File: src/rtl/accumulator_window_avg.sv
// rtl/accumulator_window_avg.sv - windowed average of a running total with a valid/ready holding register
module accumulator_window_avg #(
    parameter int DATA_WIDTH = 32,
    parameter int LOG2_N     = 3
) (
    input  logic                  i_CLK,
    input  logic                  i_RESET,
    input  logic [DATA_WIDTH-1:0] i_TOTAL_IN,
    input  logic                  i_TOTAL_VALID,
    output logic [DATA_WIDTH-1:0] o_AVG_DATA,
    output logic                  o_AVG_VALID,
    input  logic                  i_AVG_READY,
    output logic                  o_OVERRUN
);

    typedef enum logic {
        PRIME   = 1'b0,
        COLLECT = 1'b1
    } state_t;

    localparam logic [LOG2_N:0] C_LAST = {1'b0, {LOG2_N{1'b1}}};

    state_t                r_state;
    logic [LOG2_N:0]       r_count;
    logic [DATA_WIDTH-1:0] r_baseline;
    logic [DATA_WIDTH-1:0] r_avg_data;
    logic                  r_avg_valid;
    logic                  r_overrun;

    logic [DATA_WIDTH-1:0] w_diff;
    logic [DATA_WIDTH-1:0] w_result;
    logic                  w_close;
    logic                  w_slot_free;

    // Modular subtraction absorbs a wrap of the upstream accumulator.
    assign w_diff      = i_TOTAL_IN - r_baseline;
    assign w_result    = w_diff >> LOG2_N;
    assign w_close     = i_TOTAL_VALID && (r_state == COLLECT) && (r_count == C_LAST);
    assign w_slot_free = !r_avg_valid || i_AVG_READY;

    always_ff @(posedge i_CLK) begin
        if (i_RESET) begin
            r_state     <= PRIME;
            r_count     <= '0;
            r_baseline  <= '0;
            r_avg_data  <= '0;
            r_avg_valid <= 1'b0;
            r_overrun   <= 1'b0;
        end else begin
            if (r_avg_valid && i_AVG_READY) begin
                r_avg_valid <= 1'b0;
            end
            if (i_TOTAL_VALID) begin
                case (r_state)
                    PRIME: begin
                        r_baseline <= i_TOTAL_IN;
                        r_count    <= '0;
                        r_state    <= COLLECT;
                    end
                    COLLECT: begin
                        if (w_close) begin
                            // Closing total seeds the next window even when the result is dropped.
                            r_baseline <= i_TOTAL_IN;
                            r_count    <= '0;
                            if (w_slot_free) begin
                                r_avg_data  <= w_result;
                                r_avg_valid <= 1'b1;
                            end else begin
                                r_overrun <= 1'b1;
                            end
                        end else begin
                            r_count <= r_count + 1'b1;
                        end
                    end
                    default: r_state <= PRIME;
                endcase
            end
        end
    end

    assign o_AVG_DATA  = r_avg_data;
    assign o_AVG_VALID = r_avg_valid;
    assign o_OVERRUN   = r_overrun;

endmodule

File: config.mk
export PLATFORM = sky130hd
export DESIGN_NAME = accumulator_window_avg
export DESIGN_NICKNAME = d
export VERILOG_FILES = /design/src/rtl/accumulator_window_avg.sv
export SDC_FILE = /design/constraint.sdc
export NUM_CORES = 1
export LEC_CHECK = 0
export BUFFER_PORTS_ARGS = -buffer_cell sky130_fd_sc_hd__buf_2
export CAP_MARGIN = 20
export CORE_MARGIN = 2
export CORE_UTILIZATION = 60
export DETAILED_ROUTE_END_ITERATION = 12
export GPL_TIMING_DRIVEN = 0
export PLACE_DENSITY = 0.87
export SLEW_MARGIN = 30
export SYNTH_ARGS = -nofsm -noshare
export SYNTH_HDL_FRONTEND = slang
export SYNTH_SLANG_ARGS = --single-unit
File: constraint.sdc
create_clock -name i_CLK -period 5.64 [get_ports i_CLK]
set_clock_uncertainty 0.1 [all_clocks]
set_input_delay 0.282 -clock i_CLK [delete_from_list [all_inputs] [get_ports i_CLK]]
set_output_delay 0.282 -clock i_CLK [all_outputs]
set_load 0.05 [all_outputs]
==> results of run 1 <==
[area by class of cell]
class / count / area [sq um]
plain buffers: 26 / 111
clock buffers: 11 / 151
clock inverters: 5 / 36.3
fillers: 529 / 1780
inverters: 40 / 150
multi-input cells: 416 / 2440
flip-flops and latches: 68 / 1360
well taps: 77 / 96.3
repair buffers: 65 / 325
[sequential cells by signal, summed over array words and instances (netlist names)]
register and count:
r_state 1, o_AVG_VALID 1, r_baseline 32, o_OVERRUN 1, r_count 4, o_AVG_DATA 29
[placed cells by master, fill, tap and decap left out, types with 3 or more instances in the layout]
cell        Yosys  routed
and2_1          4       4
o21ai_0        24      24
or3_1           3       3
xnor2_1        13      13
nand3_1        17      17
o211ai_1        5       5
dfxtp_1        68      68
buf_4           3       3
nor3_1         15      15
a21boi_0        3       3
a21oi_1        82      82
buf_2           2      67
a21o_1          9       9
nand4_1         6       6
clkbuf_1       19      19
conb_1          1       3
a41oi_1         3       3
clkinvlp_4      0       3
xor2_1          3       3
nand2_1       116     116
nor2b_1         4       4
ha_1           31      31
clkbuf_8        0      11
inv_1          39      39
a211oi_1        4       4
nor2_1         26      26
nand2b_1        3       3
o21bai_1        5       5
a31oi_1         4       4
[cells by family after synthesis]
logic type               Yosys count
AND/OR/NAND/NOR                  206
XOR/XNOR                          16
adder cells (fa/ha/maj)           31
flip-flops                        68
AO/OA/AOI/OAI                    158
other                              1
multiplexers                       2
buffers and inverters             66
[per-layer routing]
layer | track usage [%] | vias to the layer above | wire length, um
met4 | 12.9 | 0 | 290
met5 | 0 | - | 0
met3 | 4.95 | 30 | 874
li1 | - | 2048 | -
met2 | 50.3 | 208 | 5050
met1 | 38.1 | 1941 | 4620
[stage by stage]
stage          area, sq um  cells  hold slack (ns)  setup slack, ns
3_5_place_dp          4490    692            0.342             2.87
3_3_place_gp          4490    692            0.336             2.90
4_1_cts               4680    708           0.0748             2.91
5_1_grt               4680    708           0.0903             2.72
2_1_floorplan         4070    550            0.318             3.13
6_report              4680    708           0.0764             2.78
[critical path, delay by kind of cell (launching register included)]
kind | cells | cell delay (ns)
AND/OR/NAND/NOR | 1 | 0.22
AO/OA/AOI/OAI | 7 | 1.68
adder cells (fa/ha/maj) | 1 | 0.34
flip-flops | 1 | 0.34
buffers and inverters | 1 | 0.04
[power groups by stage]
stage	clock network [uW]	registers [uW]	logic, uW
floorplan	0	511	194
global placement	0	512	255
detailed placement	0	513	262
CTS	384	502	265
global route	402	503	299
finish	381	502	271
[worst paths after layout]
path / cells after the start / from / slack, ns / to
max: 10 / r_baseline[4] / 2.78 / o_AVG_DATA[21]
max reg2reg: 10 / r_baseline[4] / 2.78 / o_AVG_DATA[21]
min reg2reg: 2 / o_AVG_DATA[7] / 0.35 / o_AVG_DATA[7]
min: 3 / i_TOTAL_IN[0] / 0.08 / r_baseline[0]
==> flow_metrics.py, run 1 <==
metrics = {
    "outcome": {
        "outcome": "complete, no violations",
    },
    "placement": {
        "gp_congestion": 0.911,
        "portBuffers": 65,
        "dpl.hpwl_mm": 8.21,
    },
    "logic_synthesis": {
        "synth_compound_gate_area_share_pct": 24.1,
        "synthXorXnorAreaFrac_pct": 3.45,
        "synth_top_area_share_pct": 33.5,
        "synth_common_cells": "nand2_1 (116), a21oi_1 (82), dfxtp_1 (68), inv_1 (39), ha_1 (31)",
        "yosysUniqueCellTypes": 56,
        "ys_ff_latch": 68,
        "synthAdderAreaFrac_pct": 9.56,
        "yosys_most_used_dff": "dfxtp_1",
        "yosysMostFrequentCell": "nand2_1",
        "synth_top_area_cell": "dfxtp_1",
        "synth_async_sr_flop_share_pct": 0,
        "synth_edf_count": 0,
        "synth_top_family_by_area": "compound AO/OA/AOI/OAI gates",
        "avgSynthCellArea_sq_um": 7.41,
        "yosys-top-cells-area": "dfxtp_1 (34%), nand2_1 (11%), a21oi_1 (10%)",
        "ys_seq_area_share_pct": 33.5,
        "ys_warn_count": 0,
        "synth_mux_area_share_pct": 0.493,
        "synth-simple-area-share_pct": 22.3,
        "synth_area_sq_mm": 0.00406,
        "postSynthCellCount": 548,
    },
    "pwr": {
        "p_switching_uw": 375,
        "intPower_uw": 778,
        "power_density_mw_per_mm2": 247,
        "power_frac_seq_pct": 43.5,
        "clock_power_share_pct": 33.0,
        "leakage_uw": 0.00194,
        "pwr-share-comb_pct": 23.5,
        "switching_share_pct": 32.5,
        "ir_drop_mv": 0.164,
        "finalPower_uw": 1150,
    },
    "route": {
        "drt_iter0_drc": 375,
        "route.detailed.drc": 0,
        "avgRoutedWirePerCell_um": 15.3,
        "post_drt_via_cell_ratio": 5.97,
        "drt_wl_total_mm": 10.8,
        "dr_total_vias": 4227,
        "drtAntennaViolNets": 0,
        "drt-pass1-iter-count": 5,
    },
    "cts": {
        "ctsHoldBuffers": 0,
        "numCtsBuffers": 9,
        "cts_tree": "done",
        "clockBufferDepth": 2,
        "cts_root_buffer": "clkbuf_8",
        "numClockSinks": 68,
        "cts_resized": 0,
        "h-tree-depth": 3,
        "clock_latency_ns": 0.34,
        "cts_setup_buffers": 0,
        "clk_pin_slew_worst_paths_ns": 0.08,
    },
    "worst_setup_path": {
        "crit_top_cell": "a21o_1",
        "endpoint_kind": "register",
        "crit_fanout": 7,
        "worst_path_max_delay_cell": "a2111oi_0",
        "crit_chain": "inv_1 > ha_1 > a21o_1 > a21o_1 > a221oi_4 > o21ai_4 > a21bo_1 > a2111oi_0 > or3_1 > a21oi_1",
        "critPathArrivalTime_ns": 2.97,
        "cpPeakStageDelay_ns": 0.47,
        "start_kind": "register",
        "required_ns": 5.75,
        "setup.worst_path.class": "reg -> reg",
    },
    "sta": {
        "worst_pin_slew_ns": 0.793,
        "finalSetupViolCount": 0,
        "rsz0062_at_grt": "no",
        "post-route-min-period_ns": 2.86,
        "fmax_mhz": 350,
        "fin_setup_tns_ns": 0,
        "drv_slew": 0,
        "timing.final.crit_share_pct": 50.7,
        "relSlewSlack_pct": 46.9,
        "hold_viol_final": 0,
    },
    "die": {
        "coreArea_sq_mm": 0.00646,
        "die_area_sq_mm": 0.00744,
        "start_util_pct": 62.8,
        "die_x_um": 86.3,
        "chipHeight_um": 86.3,
        "io_pins": 70,
        "row_count": 29,
    },
    "finish": {
        "utilization_pct": 72.4,
        "diodes": 0,
        "area_delta_synth_final_pct": 15.2,
        "fin_nets": 693,
        "drive_gt1_share_pct": 15.1,
    },
    "job": {
        "drv_cap": 0,
    },
    "global_route": {
        "track_usage_pct": 29.9,
        "grt_pass1_vias": 3994,
        "overflow": 0,
        "grt_pass1_wl_mm": 17.9,
        "grt_max_degree": 13,
        "antenna_found_initial": 0,
    },
    "min_path": {
        "hp-class": "in -> reg",
    },
}
Power figures use the tool's default switching activity.
==> run 2: changes to the inputs <==
ABC_AREA = 1   (was not set)
CORE_UTILIZATION = 58   (was 60)
PLACE_DENSITY = 0.83   (was 0.87)
clock period = 2.95 ns   (was 5.64 ns; I/O delays follow)
==> flow_metrics.py, run 2 <==
metrics = {
    "cts": {
        "h-tree-depth": 3,
        "clockBufferDepth": 2,
        "cts_resized": 0,
        "cts_tree": "done",
        "numCtsBuffers": 9,
        "numClockSinks": 68,
        "cts_root_buffer": "clkbuf_8",
        "clk_pin_slew_worst_paths_ns": 0.08,
        "clock_latency_ns": 0.35,
    },
    "route": {
        "drt_wl_total_mm": 13.1,
        "drt-pass1-iter-count": 6,
        "drt_iter0_drc": 283,
        "drtAntennaViolNets": 0,
        "route.detailed.drc": 0,
        "post_drt_via_cell_ratio": 5.18,
        "avgRoutedWirePerCell_um": 12.9,
        "dr_total_vias": 5273,
    },
    "finish": {
        "fillers": 786,
        "drive_gt1_share_pct": 11.5,
        "top_register": "r_baseline",
        "largest_reg_flops": 32,
        "layout.cells.most_common": "nand2_1",
        "regArea_sq_mm": 0.00136,
        "fin_nets": 974,
        "multi_input_area_sq_mm": 0.00279,
        "mostFrequentLayoutCells": "nand2_1 (252), inv_1 (178), dfxtp_1 (68)",
        "diodes": 0,
        "area_delta_synth_final_pct": 14.9,
    },
    "sta": {
        "fin_hold_ws_ns": -0.00598,
        "finalSetupViolCount": 0,
        "post-route-min-period_ns": 2.11,
        "fin_setup_tns_ns": 0,
        "worst_pin_slew_ns": 0.534,
        "drv_slew": 0,
        "hold_viol_final": 4,
        "fmax_mhz": 475,
        "relSlewSlack_pct": 64.4,
        "rsz0062_at_grt": "no",
        "timing.final.crit_share_pct": 71.4,
    },
    "placement": {
        "gp_congestion": 0.944,
        "portBuffers": 66,
        "dpl.hpwl_mm": 10.4,
    },
    "worst_setup_path": {
        "endpoint_kind": "register",
        "start_kind": "input port",
        "required_ns": 3.10,
        "crit_fanout": 4,
        "critPathArrivalTime_ns": 2.26,
        "setup.worst_path.class": "in -> reg",
    },
    "logic_synthesis": {
        "synth-simple-area-share_pct": 29.6,
        "yosysMostFrequentCell": "nand2_1",
        "ys_warn_count": 0,
        "avgSynthCellArea_sq_um": 6.03,
        "synth_area_sq_mm": 0.00495,
        "synth_mux_area_share_pct": 0,
        "ys_ff_latch": 68,
        "synth_top_area_cell": "dfxtp_1",
        "synthAdderAreaFrac_pct": 7.84,
        "synthXorXnorAreaFrac_pct": 2.48,
        "synth_common_cells": "nand2_1 (252), inv_1 (178), dfxtp_1 (68), a21oi_1 (61), nor2_1 (54)",
        "postSynthCellCount": 821,
        "synth_top_family_by_area": "simple AND/OR/NAND/NOR gates",
        "synth_edf_count": 0,
        "synth_top_area_share_pct": 27.5,
        "yosys-top-cells-area": "dfxtp_1 (28%), nand2_1 (19%), inv_1 (14%)",
        "yosys_most_used_dff": "dfxtp_1",
        "synth_async_sr_flop_share_pct": 0,
        "yosysUniqueCellTypes": 32,
        "ys_seq_area_share_pct": 27.5,
        "synth_compound_gate_area_share_pct": 16.3,
    },
    "pwr": {
        "pwr-share-comb_pct": 29.8,
        "ir_drop_mv": 0.305,
        "intPower_uw": 1600,
        "p_switching_uw": 919,
        "power_density_mw_per_mm2": 443,
        "leakage_uw": 0.00330,
        "power_frac_seq_pct": 38.3,
        "clock_power_share_pct": 31.9,
        "switching_share_pct": 36.4,
    },
    "global_route": {
        "grt_pass1_wl_mm": 21.1,
        "overflow": 0,
        "grt_pass1_vias": 4837,
        "antenna_found_initial": 0,
        "grt_max_degree": 14,
        "track_usage_pct": 29.3,
    },
    "die": {
        "die_x_um": 96.4,
        "row_count": 33,
        "io_pins": 70,
        "coreArea_sq_mm": 0.00826,
        "die_area_sq_mm": 0.00929,
        "chipHeight_um": 96.4,
        "start_util_pct": 59.9,
    },
    "job": {
        "drv_cap": 0,
    },
    "outcome": {
        "violations": "hold timing",
        "outcome": "complete, but fails checks",
    },
    "min_path": {
        "hp-class": "in -> reg",
    },
}
==> run 2: path summary, 6_finish.rpt <==
path	depth (start not counted)	from	to	slack, ns
worst max register to register	11	r_baseline[8]	o_AVG_DATA[14]	0.91
worst max-delay path	14	i_TOTAL_IN[6]	o_AVG_DATA[17]	0.84
worst min-delay path	3	i_TOTAL_IN[1]	r_baseline[1]	-0.006
worst min register to register	2	o_OVERRUN	o_OVERRUN	0.36
==> run 2: stage by stage <==
stage	cells	power [uW]	area (sq um)	utilization, %	setup slack [ns]
floorplan	823	1530	4960	-	1.22
global placement	994	1700	5420	65.6	0.998
detailed placement	994	1720	5420	65.6	0.976
CTS	1017	2520	5690	68.9	0.875
global route	1017	2670	5690	68.9	0.678
finish	1017	2520	5690	68.9	0.844
==> run 2: worst max-delay path: stages <==
cell,delay (ns)
dlygate4sd3_1,0.54
buf_2,0.13
ha_1,0.34
nand2_1,0.12
inv_1,0.09
nand2_1,0.08
nor3_1,0.14
nand2_1,0.08
nand2_1,0.15
nand2_1,0.10
nand3_1,0.09
nand3_1,0.14
nand2_1,0.09
inv_1,0.04
==> run 2: timing repair <==
| item | 4_1_cts | 5_1_grt |
|---|---|---|
| setup buffers | 0 | 0 |
| hold buffers | 7 | 0 |
| endpoints found under the hold margin | 10 | 0 |
==> run 2: cell families (layout without fill, tap and decap cells) <==
| group | count (synthesis) | count (layout) |
|---|---|---|
| and+or+nand+nor | 359 | 359 |
| buffers and inverters | 204 | 293 |
| AOI/OAI and AO/OA | 144 | 144 |
| DFF | 68 | 68 |
| adders and majority gates | 31 | 31 |
| xor gates and xnor gates | 14 | 14 |
| other | 1 | 3 |
==> run 2: cell type report <==
| class | instances | area share, % |
|---|---|---|
| multi-input cells | 551 | 49.1 |
| flip-flops and latches | 68 | 23.9 |
| inverters | 184 | 12.1 |
| clock buffers | 9 | 2.18 |
| clock inverters | 7 | 1.32 |
| repair buffers | 73 | 7.04 |
| plain buffers | 20 | 2.00 |
| well taps | 105 | 2.31 |
==> run 2: routing by layer <==
layer | track usage, % | vias up | part of all wire (%)
met5 | 0 | - | 0
met4 | 14.4 | 0 | 3.6
met3 | 4.89 | 37 | 5.6
met2 | 52.4 | 177 | 49
met1 | 33.6 | 2376 | 42
li1 | - | 2683 | -
==> run 2: power by group through the flow <==
stage | registers, uW | logic, uW | clock network (uW)
floorplan | 984 | 544 | 0
global placement | 986 | 709 | 0
detailed placement | 988 | 729 | 0
CTS | 966 | 741 | 814
global route | 970 | 852 | 851
finish | 966 | 751 | 804
==> run 3: changes to the inputs <==
CORE_UTILIZATION = 53   (was 58)
PLACE_DENSITY = 0.8   (was 0.83)
clock period = 1.7 ns   (was 2.95 ns; I/O delays follow)
==> flow_metrics.py, run 3 (synthesis gave the netlist of run 2 again) <==
metrics = {
    "outcome": {
        "outcome": "complete, but fails checks",
        "violations": "setup timing",
    },
    "worst_setup_path": {
        "worst_path_max_delay_cell": "dfxtp_2",
        "cp_num_buf_inv": 2,
        "timing.rr.start": "r_baseline[8]",
        "r2r_slack_ns": -0.35,
        "setup.worst_path.class": "reg -> reg",
        "crit_cells": 11,
        "endpoint_kind": "register",
        "crit_family": "simple AND/OR/NAND/NOR gates",
        "start_kind": "register",
        "cpPeakStageDelay_ns": 0.33,
        "crit_chain": "inv_2 > ha_4 > nand2_4 > nor2_1 > nand2_1 > inv_1 > nand2_2 > nand3_1 > nand2_1 > nor2_2 > nor2_1",
        "worst-r2r-cell-count": 11,
        "crit_fanout": 5,
        "r2r_end": "o_AVG_DATA[13]",
        "critPathCapture": "o_AVG_DATA[13]",
        "startpoint": "r_baseline[8]",
        "required_ns": 1.84,
        "critPathArrivalTime_ns": 2.19,
    },
    "route": {
        "drt_wl_total_mm": 19.3,
        "dr_total_vias": 6247,
        "drt_iter0_drc": 567,
        "drtAntennaViolNets": 0,
        "route.detailed.drc": 0,
        "drt-pass1-iter-count": 6,
        "avgRoutedWirePerCell_um": 17.5,
        "post_drt_via_cell_ratio": 5.67,
    },
    "die": {
        "die_x_um": 101,
        "row_count": 35,
        "chipHeight_um": 101,
        "die_area_sq_mm": 0.0101,
        "start_util_pct": 54.1,
        "coreArea_sq_mm": 0.00915,
        "io_pins": 70,
    },
    "sta": {
        "rsz0062_at_grt": "yes",
        "relSlewSlack_pct": 59.2,
        "finalSetupViolCount": 28,
        "timing.final.crit_share_pct": 121,
        "post-route-min-period_ns": 2.05,
        "fin_hold_ws_ns": 0.0382,
        "drv_slew": 0,
        "fin_ws_ns": -0.350,
        "hold_viol_final": 0,
        "worst_pin_slew_ns": 0.610,
        "fmax_mhz": 488,
    },
    "finish": {
        "largest_reg_flops": 32,
        "mostFrequentLayoutCells": "nand2_1 (161), inv_1 (138), buf_2 (69)",
        "top_register": "r_baseline",
        "fillers": 486,
        "diodes": 0,
        "area_delta_synth_final_pct": 53.4,
        "drive_gt1_share_pct": 42.0,
        "layout.cells.most_common": "nand2_1",
        "fin_nets": 1052,
    },
    "min_path": {
        "worstHoldPathCells": 4,
        "hp-start": "i_AVG_READY",
        "hp-class": "in -> reg",
    },
    "global_route": {
        "grt_pass1_vias": 5552,
        "grt_pass1_wl_mm": 25.2,
        "antenna_found_initial": 0,
        "overflow": 0,
        "grt_max_degree": 13,
        "track_usage_pct": 31.6,
    },
    "placement": {
        "portBuffers": 66,
        "gp_congestion": 0.946,
        "dpl.hpwl_mm": 9.53,
    },
    "job": {
        "drv_cap": 0,
    },
    "cts": {
        "clockBufferDepth": 2,
        "cts_tree": "done",
        "clock_latency_ns": 0.37,
        "clk_pin_slew_worst_paths_ns": 0.09,
        "h-tree-depth": 3,
        "numCtsBuffers": 9,
        "numClockSinks": 68,
        "cts_root_buffer": "clkbuf_8",
    },
    "pwr": {
        "power_frac_seq_pct": 31.8,
        "power_density_mw_per_mm2": 703,
        "intPower_uw": 3240,
        "pwr-share-comb_pct": 42.4,
        "ir_drop_mv": 0.628,
        "finalPower_uw": 5340,
        "switching_share_pct": 39.4,
        "clock_power_share_pct": 25.9,
        "p_switching_uw": 2100,
        "leakage_uw": 0.00394,
    },
}
==> run 3: final cells by class <==
class | instances | area [sq um] | area share, %
tap | 111 | 139 | 1.83
clock buffer | 10 | 128 | 1.68
timing repair buffer | 150 | 1130 | 14.9
sequential | 68 | 1390 | 18.3
buffer | 20 | 143 | 1.88
clock inverter | 6 | 65.1 | 0.857
multi-input combinational | 552 | 3890 | 51.3
inverter | 184 | 703 | 9.26
==> run 3: worst register-to-register path, delay by kind of cell (launching register included) <==
family / cells / cell delay (ns)
flip-flops: 1 / 0.33
buffers and inverters: 2 / 0.13
adder cells (fa/ha/maj): 1 / 0.32
AND/OR/NAND/NOR: 8 / 1.04
==> run 3: metal layers <==
layer,global-route usage [%],wire (um),up-vias
li1,-,-,2853
met1,33.5,6890,2839
met2,59.8,9550,410
met3,5.76,1450,145
met4,14.8,1380,0
met5,0,0,-
==> run 3: how the worst min path moves through the flow <==
stage / endpoint / slack [ns]
3_5_place_dp: r_state / 0.25
3_3_place_gp: o_AVG_VALID / 0.24
2_1_floorplan: o_AVG_VALID / 0.05
4_1_cts: o_OVERRUN / 0.03
5_1_grt: o_OVERRUN / 0.06
6_report: o_OVERRUN / 0.04
==> run 3: power groups by stage <==
| stage | sequential [uW] | clock (uW) | combinational [uW] |
|---|---|---|---|
| floorplan | 1710 | 0 | 944 |
| global placement | 1710 | 0 | 1230 |
| detailed placement | 1710 | 0 | 1240 |
| CTS | 1690 | 1370 | 1760 |
| global route | 1700 | 1450 | 2400 |
| finish | 1700 | 1380 | 2260 |
==> run 3: stage by stage <==
| stage | util, % | cell area (sq um) | instances | setup TNS (ns) | worst slack [ns] |
|---|---|---|---|---|---|
| detailed placement | 59.3 | 5430 | 1000 | -9.52 | -0.260 |
| floorplan | - | 4960 | 823 | 0 | 0.0147 |
| CTS | 76.9 | 7040 | 1087 | -1.16 | -0.0754 |
| global route | 83.0 | 7590 | 1101 | -6.75 | -0.372 |
| global placement | 59.3 | 5430 | 1000 | -7.86 | -0.248 |
| finish | 83.0 | 7590 | 1101 | -5.04 | -0.350 |
==> run 3: repair_timing <==
action,4_1_cts,5_1_grt
hold endpoints to repair,38,0
endpoints found under the setup margin,57,59
hold buffers,35,0
pin swaps,82,78
buffers inserted,32,13
gates resized for setup,200,147
cloned,4,1
